File: config.mk
export PLATFORM = sky130hd
export DESIGN_NAME = leitor_senha
export DESIGN_NICKNAME = d
export VERILOG_FILES = /design/src/rtl/leitor_senha_pkg.sv /design/src/rtl/contador_bloqueio.sv /design/src/rtl/leitor_senha.sv
export SDC_FILE = /design/constraint.sdc
export NUM_CORES = 1
export LEC_CHECK = 0
export BUFFER_PORTS_ARGS = -buffer_cell sky130_fd_sc_hd__buf_2
export CAP_MARGIN = 0
export CORE_AREA = 10 10 131 133
export CTS_BUF_LIST = sky130_fd_sc_hd__clkbuf_8
export CTS_CLUSTER_SIZE = 24
export DETAILED_ROUTE_END_ITERATION = 12
export DIE_AREA = 0 0 141 143
export GPL_TIMING_DRIVEN = 1
export PLACE_DENSITY = 0.45
export SKIP_CTS_REPAIR_TIMING = 1
export SLEW_MARGIN = 10
export SYNTH_ARGS = -nofsm -noshare
export SYNTH_HDL_FRONTEND = slang
export SYNTH_SLANG_ARGS = --single-unit
File: constraint.sdc
create_clock -name clk -period 5.7 [get_ports clk]
set_input_delay 0.57 -clock clk [delete_from_list [all_inputs] [get_ports clk]]
set_output_delay 0.57 -clock clk [all_outputs]
set_load 0.02 [all_outputs]
File: src/rtl/leitor_senha_pkg.sv
// Shared types and bank geometry for the lock-code reader.
// The reader drives one read port of the 8x8 register bank.
package leitor_senha_pkg;

   localparam int DATA_W    = 8;
   localparam int ADDR_W    = 3;
   localparam int BUF_DEPTH = 2 ** ADDR_W;

   typedef enum logic [1:0] {
      IDLE,
      COMPARE,
      RESULT,
      LOCKOUT
   } state_t;

endpackage

File: src/rtl/contador_bloqueio.sv
// Loadable down-counter that times the lockout period.
// The done flag is high whenever the count has reached zero.
module contador_bloqueio #(
   parameter int LOAD_VALUE = 999,
   parameter int CNT_W      = 10
) (
   input  logic clk,
   input  logic rst,
   input  logic i_load,
   input  logic i_en,
   output logic o_done
);

   logic [CNT_W-1:0] r_count;

   // NOTE: sequential state is always written with non-blocking assignments.
   always_ff @(posedge clk) begin
      if (rst) begin
         r_count <= '0;
      end else if (i_load) begin
         r_count <= CNT_W'(LOAD_VALUE);
      end else if (i_en && (r_count != '0)) begin
         r_count <= r_count - CNT_W'(1);
      end
   end

   assign o_done = (r_count == '0);

endmodule

File: src/rtl/leitor_senha.sv
// Buffers keypad digits, compares them against bank registers 1..N_DIGITS,
// and pulses open/fail while tracking failed attempts with a timed lockout.
module leitor_senha
   import leitor_senha_pkg::*;
#(
   parameter int N_DIGITS       = 4,
   parameter int MAX_TRIES      = 3,
   parameter int LOCKOUT_CYCLES = 1000
) (
   input  logic              clk,
   input  logic              rst,
   input  logic              digit_valid,
   input  logic [DATA_W-1:0] digit,
   input  logic              check,
   output logic [ADDR_W-1:0] ra,
   input  logic [DATA_W-1:0] rd,
   output logic              busy,
   output logic              open,
   output logic              fail,
   output logic              locked,
   output logic [1:0]        tries_left
);

   localparam logic [ADDR_W-1:0] LAST_ADDR  = ADDR_W'(N_DIGITS);
   localparam logic [1:0]        TRIES_INIT = 2'(MAX_TRIES);
   localparam int LOCK_W = (LOCKOUT_CYCLES > 1) ? $clog2(LOCKOUT_CYCLES) : 1;

   state_t            r_state;
   logic [ADDR_W-1:0] r_ra;
   logic [ADDR_W-1:0] r_cnt;
   logic [DATA_W-1:0] r_buf [BUF_DEPTH];
   logic              r_mismatch;
   logic              r_busy;
   logic              r_open;
   logic              r_fail;
   logic              r_locked;
   logic [1:0]        r_tries_left;

   logic [ADDR_W-1:0] w_idx;
   logic              w_digit_differs;
   logic              w_lock_entry;
   logic              w_lock_run;
   logic              w_lock_done;

   // Address r_ra maps to typed digit r_ra-1; rd is used live, no snapshot.
   assign w_idx           = r_ra - ADDR_W'(1);
   assign w_digit_differs = (rd != r_buf[w_idx]);
   assign w_lock_entry    = (r_state == RESULT) && r_mismatch && (r_tries_left == 2'd1);
   assign w_lock_run      = (r_state == LOCKOUT);

   contador_bloqueio #(
      .LOAD_VALUE (LOCKOUT_CYCLES - 1),
      .CNT_W      (LOCK_W)
   ) u_contador_bloqueio (
      .clk    (clk),
      .rst    (rst),
      .i_load (w_lock_entry),
      .i_en   (w_lock_run),
      .o_done (w_lock_done)
   );

   always_ff @(posedge clk) begin
      if (rst) begin
         r_state      <= IDLE;
         r_ra         <= '0;
         r_cnt        <= '0;
         r_mismatch   <= 1'b0;
         r_busy       <= 1'b0;
         r_open       <= 1'b0;
         r_fail       <= 1'b0;
         r_locked     <= 1'b0;
         r_tries_left <= TRIES_INIT;
         // NOTE: the digit buffer is reset explicitly so no stale code survives.
         for (int i = 0; i < BUF_DEPTH; i++) r_buf[i] <= '0;
      end else begin
         r_open <= 1'b0;
         r_fail <= 1'b0;
         case (r_state)
            IDLE: begin
               if (check) begin
                  if (r_cnt == LAST_ADDR) begin
                     r_state    <= COMPARE;
                     r_ra       <= ADDR_W'(1);
                     r_mismatch <= 1'b0;
                     r_busy     <= 1'b1;
                  end else begin
                     r_state    <= RESULT;
                     r_mismatch <= 1'b1;
                  end
               end else if (digit_valid && (r_cnt != LAST_ADDR)) begin
                  r_buf[r_cnt] <= digit;
                  r_cnt        <= r_cnt + ADDR_W'(1);
               end
            end
            COMPARE: begin
               // Every digit is always visited so timing never leaks the code.
               r_mismatch <= r_mismatch | w_digit_differs;
               if (r_ra == LAST_ADDR) begin
                  r_state <= RESULT;
                  r_ra    <= '0;
                  r_busy  <= 1'b0;
               end else begin
                  r_ra <= r_ra + ADDR_W'(1);
               end
            end
            RESULT: begin
               if (r_mismatch) begin
                  r_fail       <= 1'b1;
                  r_tries_left <= r_tries_left - 2'd1;
               end else begin
                  r_open       <= 1'b1;
                  r_tries_left <= TRIES_INIT;
               end
               r_cnt <= '0;
               for (int i = 0; i < BUF_DEPTH; i++) r_buf[i] <= '0;
               if (w_lock_entry) begin
                  r_state  <= LOCKOUT;
                  r_locked <= 1'b1;
                  r_busy   <= 1'b1;
               end else begin
                  r_state <= IDLE;
               end
            end
            LOCKOUT: begin
               if (w_lock_done) begin
                  r_state      <= IDLE;
                  r_locked     <= 1'b0;
                  r_busy       <= 1'b0;
                  r_tries_left <= TRIES_INIT;
               end
            end
            default: r_state <= IDLE;
         endcase
      end
   end

   assign ra         = r_ra;
   assign busy       = r_busy;
   assign open       = r_open;
   assign fail       = r_fail;
   assign locked     = r_locked;
   assign tries_left = r_tries_left;

endmodule

# Yosys cells after proc, flatten, opt, wreduce, memory -nomap -nowiden
# Memories as Yosys holds them, arrays and structs flattened.
# Cells that the tools add are included.
# classes
bitwise,10
addsub,5
n_reduce_logical,21
n_eq_ne,15
mux,51
# op_table
operator,count
$mux W8,9
$mux W1,20
$mux W10,2
$mux W3,6
$mux W2,7
$ne A2 B2 Y1 const B,6
$pmux W3 S2,2
$reduce_and A3 Y1,4
$logic_not A10 Y1,1
$reduce_bool A10 Y1,1
$sub A10 B1 Y10 const B,1
$or A1 B1 Y1,9
$ne A8 B8 Y1,1
$pmux W2 S4,1
$reduce_bool A2 Y1,4
$reduce_or A8 Y1,1
$add A3 B1 Y3 const B,2
$eq A3 B3 Y1 const B,2
$reduce_and A5 Y1,1
$eq A2 B1 Y1 const B,2
$eq A2 B2 Y1 const B,2
$logic_and A1 B1 Y1,4
$pmux W1 S2,2
$pmux W1 S4,1
9 further kinds,11
# totals
out_inout_bits,9
elab_cells,114
mem_bits_rw,64
n_memories,1
in_bits,20
regBits,25
# mem_list
memory,words,word_bits,rd,rd_clocked_by_memory_dff,wr,line_no,text
r_buf,8,8,1,0,8,leitor_senha.sv:31,logic [DATA_W-1:0] r_buf [BUF_DEPTH];

# Depth between registers and ports, before layout
# Gate-level depths: netlist (run 1).
# depth
depth_word,9
ltp_mapped,11
ltp_nobuf,7

# Hierarchy
# A second synthesis (run 1) with hierarchy kept.
# hier_totals
hier_cells,354
hier_area_um2,4386.7
# by_module_without_submodules
module,area_each_um2,cells_per_inst,instances,seq_area_each_um2
leitor_senha,3826.2,290,1,2222.1
contador_bloqueio,560.5,64,1,200.2

# Worst setup path before layout (run 1)
# Ideal clock, no wire load.
# synth_path
path_type,flip-flop to flip-flop
start,"register r_ra[0], in the netlist ra[0]"
end,register r_mismatch
path_buffers,4
setup_time_ps,141
period_less_slack_ps,2833
slack_ps,2867
path_stages_with_launch,12
arrival_time_ps,2692
t_required_ps,5559
cell_sequence,dfxtp_1 > buf_4 > buf_2 > inv_1 > ha_1 > clkbuf_1 > buf_2 > mux4_2 > xnor2_1 > nand4_1 > o211ai_1 > o311ai_0
# synth_between
elab_chain_cells,5
# synth_lines
element,line_no,text
start: declaration,leitor_senha.sv:29,logic [ADDR_W-1:0] r_ra;
start signal: assignment,leitor_senha.sv:103,r_ra <= r_ra + ADDR_W'(1);
$sub A3 B1 Y3,leitor_senha.sv:46,assign w_idx = r_ra - ADDR_W'(1);
$mem_v2 Z8 W8,--,
$ne A8 B8 Y1,leitor_senha.sv:47,assign w_digit_differs = (rd != r_buf[w_idx]);
$or A1 B1 Y1,leitor_senha.sv:97,r_mismatch <= r_mismatch | w_digit_differs;
$pmux W1 S2,leitor_senha.sv:78,case (r_state)
end signal: assignment,leitor_senha.sv:97,
end: declaration,leitor_senha.sv:32,logic r_mismatch;
# No other way between the ends.
# A chain may end at the register's enable or synchronous reset.

==> results of run 1 <==
## through the flow
stage,setup WS (ns),util,hold WS [ns],instances
after floorplan,2.87,-,0.475,341
after detailed placement,2.56,0.319,0.500,539
after global routing,2.35,0.331,0.529,555
after CTS,2.54,0.331,0.514,555
after global placement,2.67,0.319,0.505,539
final,2.58,0.331,0.507,555
## state kept, by name, indices dropped and copies added, names as in the netlist
signal,count
busy,1
fail,1
locked,1
open,1
r_buf,64
r_cnt,3
r_mismatch,1
r_state,2
ra,3
tries_left,2
u_contador_bloqueio.r_count,10
## cell families after synthesis
logic type | count (synthesis)
adder cells (fa/ha/maj) | 8
AO/OA/AOI/OAI | 39
buffers and inverters | 25
XOR/XNOR | 26
multiplexers | 18
flip-flops | 89
AND/OR/NAND/NOR | 136
## placed cells by master (no fill, tap or decap), types with 2 or more instances in the layout
master    instances
a211oi_1          3
a21oi_1          10
a311oi_1          2
and2_1           64
and3_1            2
buf_2            28
clkbuf_8          9
clkinv_1          3
dfxtp_1          25
edfxtp_1         64
ha_1              8
inv_1            11
mux2i_1           2
mux4_2           16
nand2_1           7
nand2b_1          4
nand3_1           6
nand3b_1          2
nand4_1           6
nor2_1           22
nor3_1            9
nor3_2            2
o21ai_0          12
or2_2             2
or4_1             2
xnor2_1          19
xor2_1            7
## path summary, 6_finish.rpt
check | to | start | slack, ns | cells past startpoint
setup / recovery | r_buf[2][0]$_SDFFCE_PN0P_ | r_cnt[1]$_SDFFE_PP0P_ | 2.58 | 6
hold / removal | locked$_SDFFE_PP0P_ | locked$_SDFFE_PP0P_ | 0.51 | 2
setup reg to reg | r_buf[2][0]$_SDFFCE_PN0P_ | r_cnt[1]$_SDFFE_PP0P_ | 2.58 | 6
hold reg to reg | locked$_SDFFE_PP0P_ | locked$_SDFFE_PP0P_ | 0.51 | 2
## power groups by stage
stage                     Clock (uW)  Combinational (uW)  Sequential, uW
after global routing             476                 168             764
after floorplan                    0                 111             761
final                            434                 154             760
after global placement             0                 155             774
after detailed placement           0                 155             774
after CTS                        446                 156             760
## cell type report
cell class | count | share of cell area
multi-input combinational | 227 | 0.368
timing repair buffer | 29 | 0.0309
tap | 184 | 0.0482
clock inverter | 7 | 0.0128
clock buffer | 9 | 0.0259
sequential | 89 | 0.507
inverter | 10 | 0.00785
## metal layers
metal | track usage | up-vias
met3 | 0.0415 | 9
met5 | 0 | -
li1 | - | 1285
met1 | 0.157 | 1341
met4 | 0.0245 | 0
met2 | 0.146 | 65
## worst max-delay path: cells and delay by family, from the launching register on
kind,cells,cell delay [ns]
AOI/OAI and AO/OA,1,0.93
DFF,1,0.50
and+or+nand+nor,3,0.95
adders and majority gates,1,0.23
buffers and inverters,1,0.12
==> results.ini, run 1 <==
[power_and_ir_drop]
p_seq_frac=0.564
pwr-share-clk=0.322
p_leak_uw=0.00172
ir_worst_vdd_uv=182
powerDensity_nw_per_um2=282
p_switching_uw=349
p_total_uw=1350
power_frac_comb=0.114
power.internal_uw=999
swShare=0.259

[sta]
grt_setup_unrepaired=no
slew_headroom=0.257
slew_violations=0
final-setup-viol-count=0
fin_crit_sh=0.547
fin_tns_setup_ns=0
hold_viol_final=0
min_period_ns=3.12
skew_ns=0.00858
worstMarginPinSlew_ns=1.10
max_freq_mhz=321

[placement]
portBuffers=28
place_hpwl_um=7650
dpl-instance-area_um2=4600
place_congestion=0.801

[global_routing]
grt_start_max_net_pins=31
grt_pass1_wl_um=16500
grt_pass1_vias=2711
grt_antenna_before_repair=0
grt_usage=0.108
grt-ovfl-total=0

[setup_path]
worst-path-max-fanout=8
crit_arrival_ns=3.11
crit_path_cell_trace=inv_1 -> ha_1 -> nand2_1 -> nand3_1 -> or4_1 -> o21ai_0
critPathSlowestCell=o21ai_0
crit_type=flip-flop to flip-flop
critPathRequiredTime_ns=5.69
crit_path_start_kind=flip-flop
worst_setup_path_end_kind=flip-flop
critPathMaxStageDelay_ns=0.93

[layout]
n_fill_cell=1460
regArea_um2=2420
multiInputGateArea_um2=1760
syn2layout_area_growth_pct=11.2
fin_nets=394
antennaDiodeCount=0
postLayoutCellArea_um2=4780
drive_gt1_frac=0.178

[die]
die_x_um=141
die_h_um=143
initial_core_util=0.298
die_area_um2=20200
rows=44
core_area_um2=14400
ioPinCount=29

[drt]
first_iter_violations=186
viasPerCell=4.86
drc=0
dr_wl_met2_um=4300
avgRoutedWirePerCell_um=19.1
wl_met3_um=741
wl_um=10600
routed-via-count=2700
wirelength_met1_um=5460
top_layer_used=met4
antenna_left=0
drtPass1Iterations=4

[yosys]
synth_fp_nets=369
synth_top_area_frac=0.447
ys_types=48
synth_largest_area_cell=edfxtp_1
yosys.area_share.simple=0.186
syn_inst=341
yosys-mux-area-fraction=0.0885
async_flop_share=0
synth_area_leaders=edfxtp_1 45%, dfxtp_1 12%, and2_1 9.3%
ys_seq_area_frac=0.564
synth_compound_area_frac=0.0582
yosys_warnings=0
synthAdderAreaFrac=0.0233
synth_top_family_by_area=simple AND/OR/NAND/NOR gates
netlist_top_cells_count=64 x and2_1, 64 x edfxtp_1, 25 x dfxtp_1
yosys_most_used_dff=edfxtp_1
synth-edff-count=64
synth.cell_area_um2=4300
syn_avg_cell_area_um2=12.6
ys_ff_latch=89
synth-xor-area-share=0.0530

[cts]
numCtsBuffers=9
cts_sinks=89
cts-htree-levels=3
clock_latency_ns=0.37
cts.path.max_buffers=2
cts_tree=built
root_buffer=clkbuf_8
cts.clk_slew.worst_paths_ns=0.09

[worst_hold_path]
hold_path.class=flip-flop to flip-flop

[status]
status=finished clean

[run]
cap_violations=0

Note: power is estimated with default switching activity, not from simulation.
==> inputs of run 2 (changes only) <==
PLACE_DENSITY = 0.46   (was 0.45)
clock period = 2.6 ns   (was 5.7 ns; I/O delays follow)
==> results.ini, run 2 (synthesis results as in run 1) <==
[status]
status=finished clean  ; unchanged

[setup_path]
cp_num_buf_inv=1  ; unchanged
crit_type=flip-flop to flip-flop  ; unchanged
worst_setup_path_end_kind=flip-flop  ; unchanged
crit_path_start_kind=flip-flop  ; unchanged
critPathMaxStageDelay_ns=0.64  ; was 0.93 ns
crit_family=simple AND/OR/NAND/NOR gates  ; unchanged
critical_path_depth=7  ; was 6
critPathSlowestCell=or4_1  ; was o21ai_0
critPathRequiredTime_ns=2.84  ; was 5.69 ns
r2r_cells=7  ; was 6
crit_arrival_ns=2.66  ; was 3.11 ns
crit_path_cell_trace=inv_1 -> ha_1 -> nand2_1 -> nand3_1 -> or4_1 -> nor2_1 -> and2_1  ; was inv_1 -> ha_1 -> nand2_1 -> nand3_1 -> or4_1 -> o21ai_0
worst-path-max-fanout=8  ; unchanged

[layout]
drive_gt1_frac=0.232  ; was 0.178
largest_reg_flops=64  ; unchanged
largestRegisters=r_buf x64, u_contador_bloqueio.r_count x10  ; unchanged
antennaDiodeCount=0  ; unchanged
syn2layout_area_growth_pct=14.7  ; was 11.2%
layout_common_cells=64 x and2_1, 64 x edfxtp_1, 28 x buf_2  ; unchanged
regMostFlops=r_buf  ; unchanged
fin_nets=417  ; was 394

[drt]
wl_um=9940  ; was 10600 um
routed-via-count=2715  ; was 2700
drc=0  ; unchanged
first_iter_violations=128  ; was 186
avgRoutedWirePerCell_um=17.2  ; was 19.1 um
drtPass1Iterations=5  ; was 4
antenna_left=0  ; unchanged
viasPerCell=4.71  ; was 4.86

[die]
rows=44  ; unchanged
core_area_um2=14400  ; unchanged
die_area_um2=20200  ; unchanged
die_h_um=143  ; unchanged
ioPinCount=29  ; unchanged
initial_core_util=0.298  ; unchanged
die_x_um=141  ; unchanged

[cts]
cts_tree=built  ; unchanged
numCtsBuffers=9  ; unchanged
cts.clk_slew.worst_paths_ns=0.08  ; was 0.09 ns
root_buffer=clkbuf_8  ; unchanged
cts.path.max_buffers=2  ; unchanged
cts_sinks=89  ; unchanged
cts-htree-levels=3  ; unchanged
clock_latency_ns=0.37  ; about the same

[sta]
hold_viol_final=0  ; unchanged
worstMarginPinSlew_ns=0.561  ; was 1.10 ns
fin_tns_setup_ns=0  ; unchanged
worst_slack_ns=0.176  ; was 2.58 ns
final-setup-viol-count=0  ; unchanged
min_period_ns=2.42  ; was 3.12 ns
max_freq_mhz=413  ; was 321 MHz
fin_crit_sh=0.932  ; was 0.547
slew_violations=0  ; unchanged
grt_setup_unrepaired=no  ; unchanged
skew_ns=0.00586  ; was 0.00858 ns
slew_headroom=0.622  ; was 0.257

[global_routing]
grt_start_max_net_pins=28  ; was 31
grt_pass1_wl_um=15900  ; was 16500 um
grt-ovfl-total=0  ; unchanged
grt_usage=0.104  ; was 0.108
grt_antenna_before_repair=0  ; unchanged
grt_pass1_vias=2809  ; was 2711

[placement]
place_hpwl_um=7200  ; was 7650 um
place_congestion=0.782  ; was 0.801
place_ws_ns=0.161  ; was 2.56 ns
portBuffers=28  ; unchanged

[worst_hold_path]
hold_depth=3  ; was 2
hold_path.class=input port to flip-flop  ; was flip-flop to flip-flop

[power_and_ir_drop]
powerDensity_nw_per_um2=577  ; was 282 nW/um2
ir_worst_vdd_uv=409  ; was 182 uV
p_leak_uw=0.00181  ; was 0.00172 uW

[run]
cap_violations=0  ; unchanged

[run 2: area by class of cell]
| class | instances | area [um2] |
|---|---|---|
| clock buffers | 9 | 124 |
| clock inverters | 6 | 36.3 |
| fillers | 1453 | 9490 |
| inverters | 10 | 37.5 |
| multi-input cells | 227 | 1760 |
| flip-flops and latches | 89 | 2420 |
| well taps | 184 | 230 |
| repair buffers | 52 | 320 |
[run 2: path summary, 6_finish.rpt]
path	startpoint	to	slack (ns)
worst max-delay path	r_cnt[0]$_SDFFE_PP0P_	r_buf[7][0]$_SDFFCE_PN0P_	0.18
worst min-delay path	check	r_state[0]$_SDFFE_PP0P_	0.24
worst max register to register	r_cnt[0]$_SDFFE_PP0P_	r_buf[7][0]$_SDFFCE_PN0P_	0.18
worst min register to register	locked$_SDFFE_PP0P_	locked$_SDFFE_PP0P_	0.51
[run 2: per-stage QoR]
stage / total power (uW) / hold WS (ns) / area, um2 / instances / utilization
2_1_floorplan: 1910 / 0.441 / 4310 / 341 / -
3_3_place_gp: 2060 / 0.494 / 4770 / 562 / 0.331
3_5_place_dp: 2060 / 0.499 / 4770 / 562 / 0.331
4_1_cts: 2890 / 0.200 / 4930 / 577 / 0.342
5_1_grt: 3000 / 0.217 / 4930 / 577 / 0.342
6_report: 2850 / 0.242 / 4930 / 577 / 0.342
[run 2: where the power goes]
group          switching (uW)  leakage, uW  internal (uW)  total, uW
combinational             216     0.000860            169        385
clock                     487    0.0000723            334        821
sequential               30.7     0.000881           1610       1640
[run 2: layer usage]
layer	vias up	share of wire	global-route usage
li1	1328	-	-
met2	64	0.46	0.160
met3	7	0.070	0.0421
met5	-	0	0
met1	1316	0.46	0.132
met4	0	0.0094	0.0261
[run 2: worst register-to-register path, delay by kind of cell, from the launching register on]
kind | cells | cell delay, ns
AND/OR/NAND/NOR | 5 | 1.58
flip-flops | 1 | 0.40
adder cells (fa/ha/maj) | 1 | 0.23
buffers and inverters | 1 | 0.08
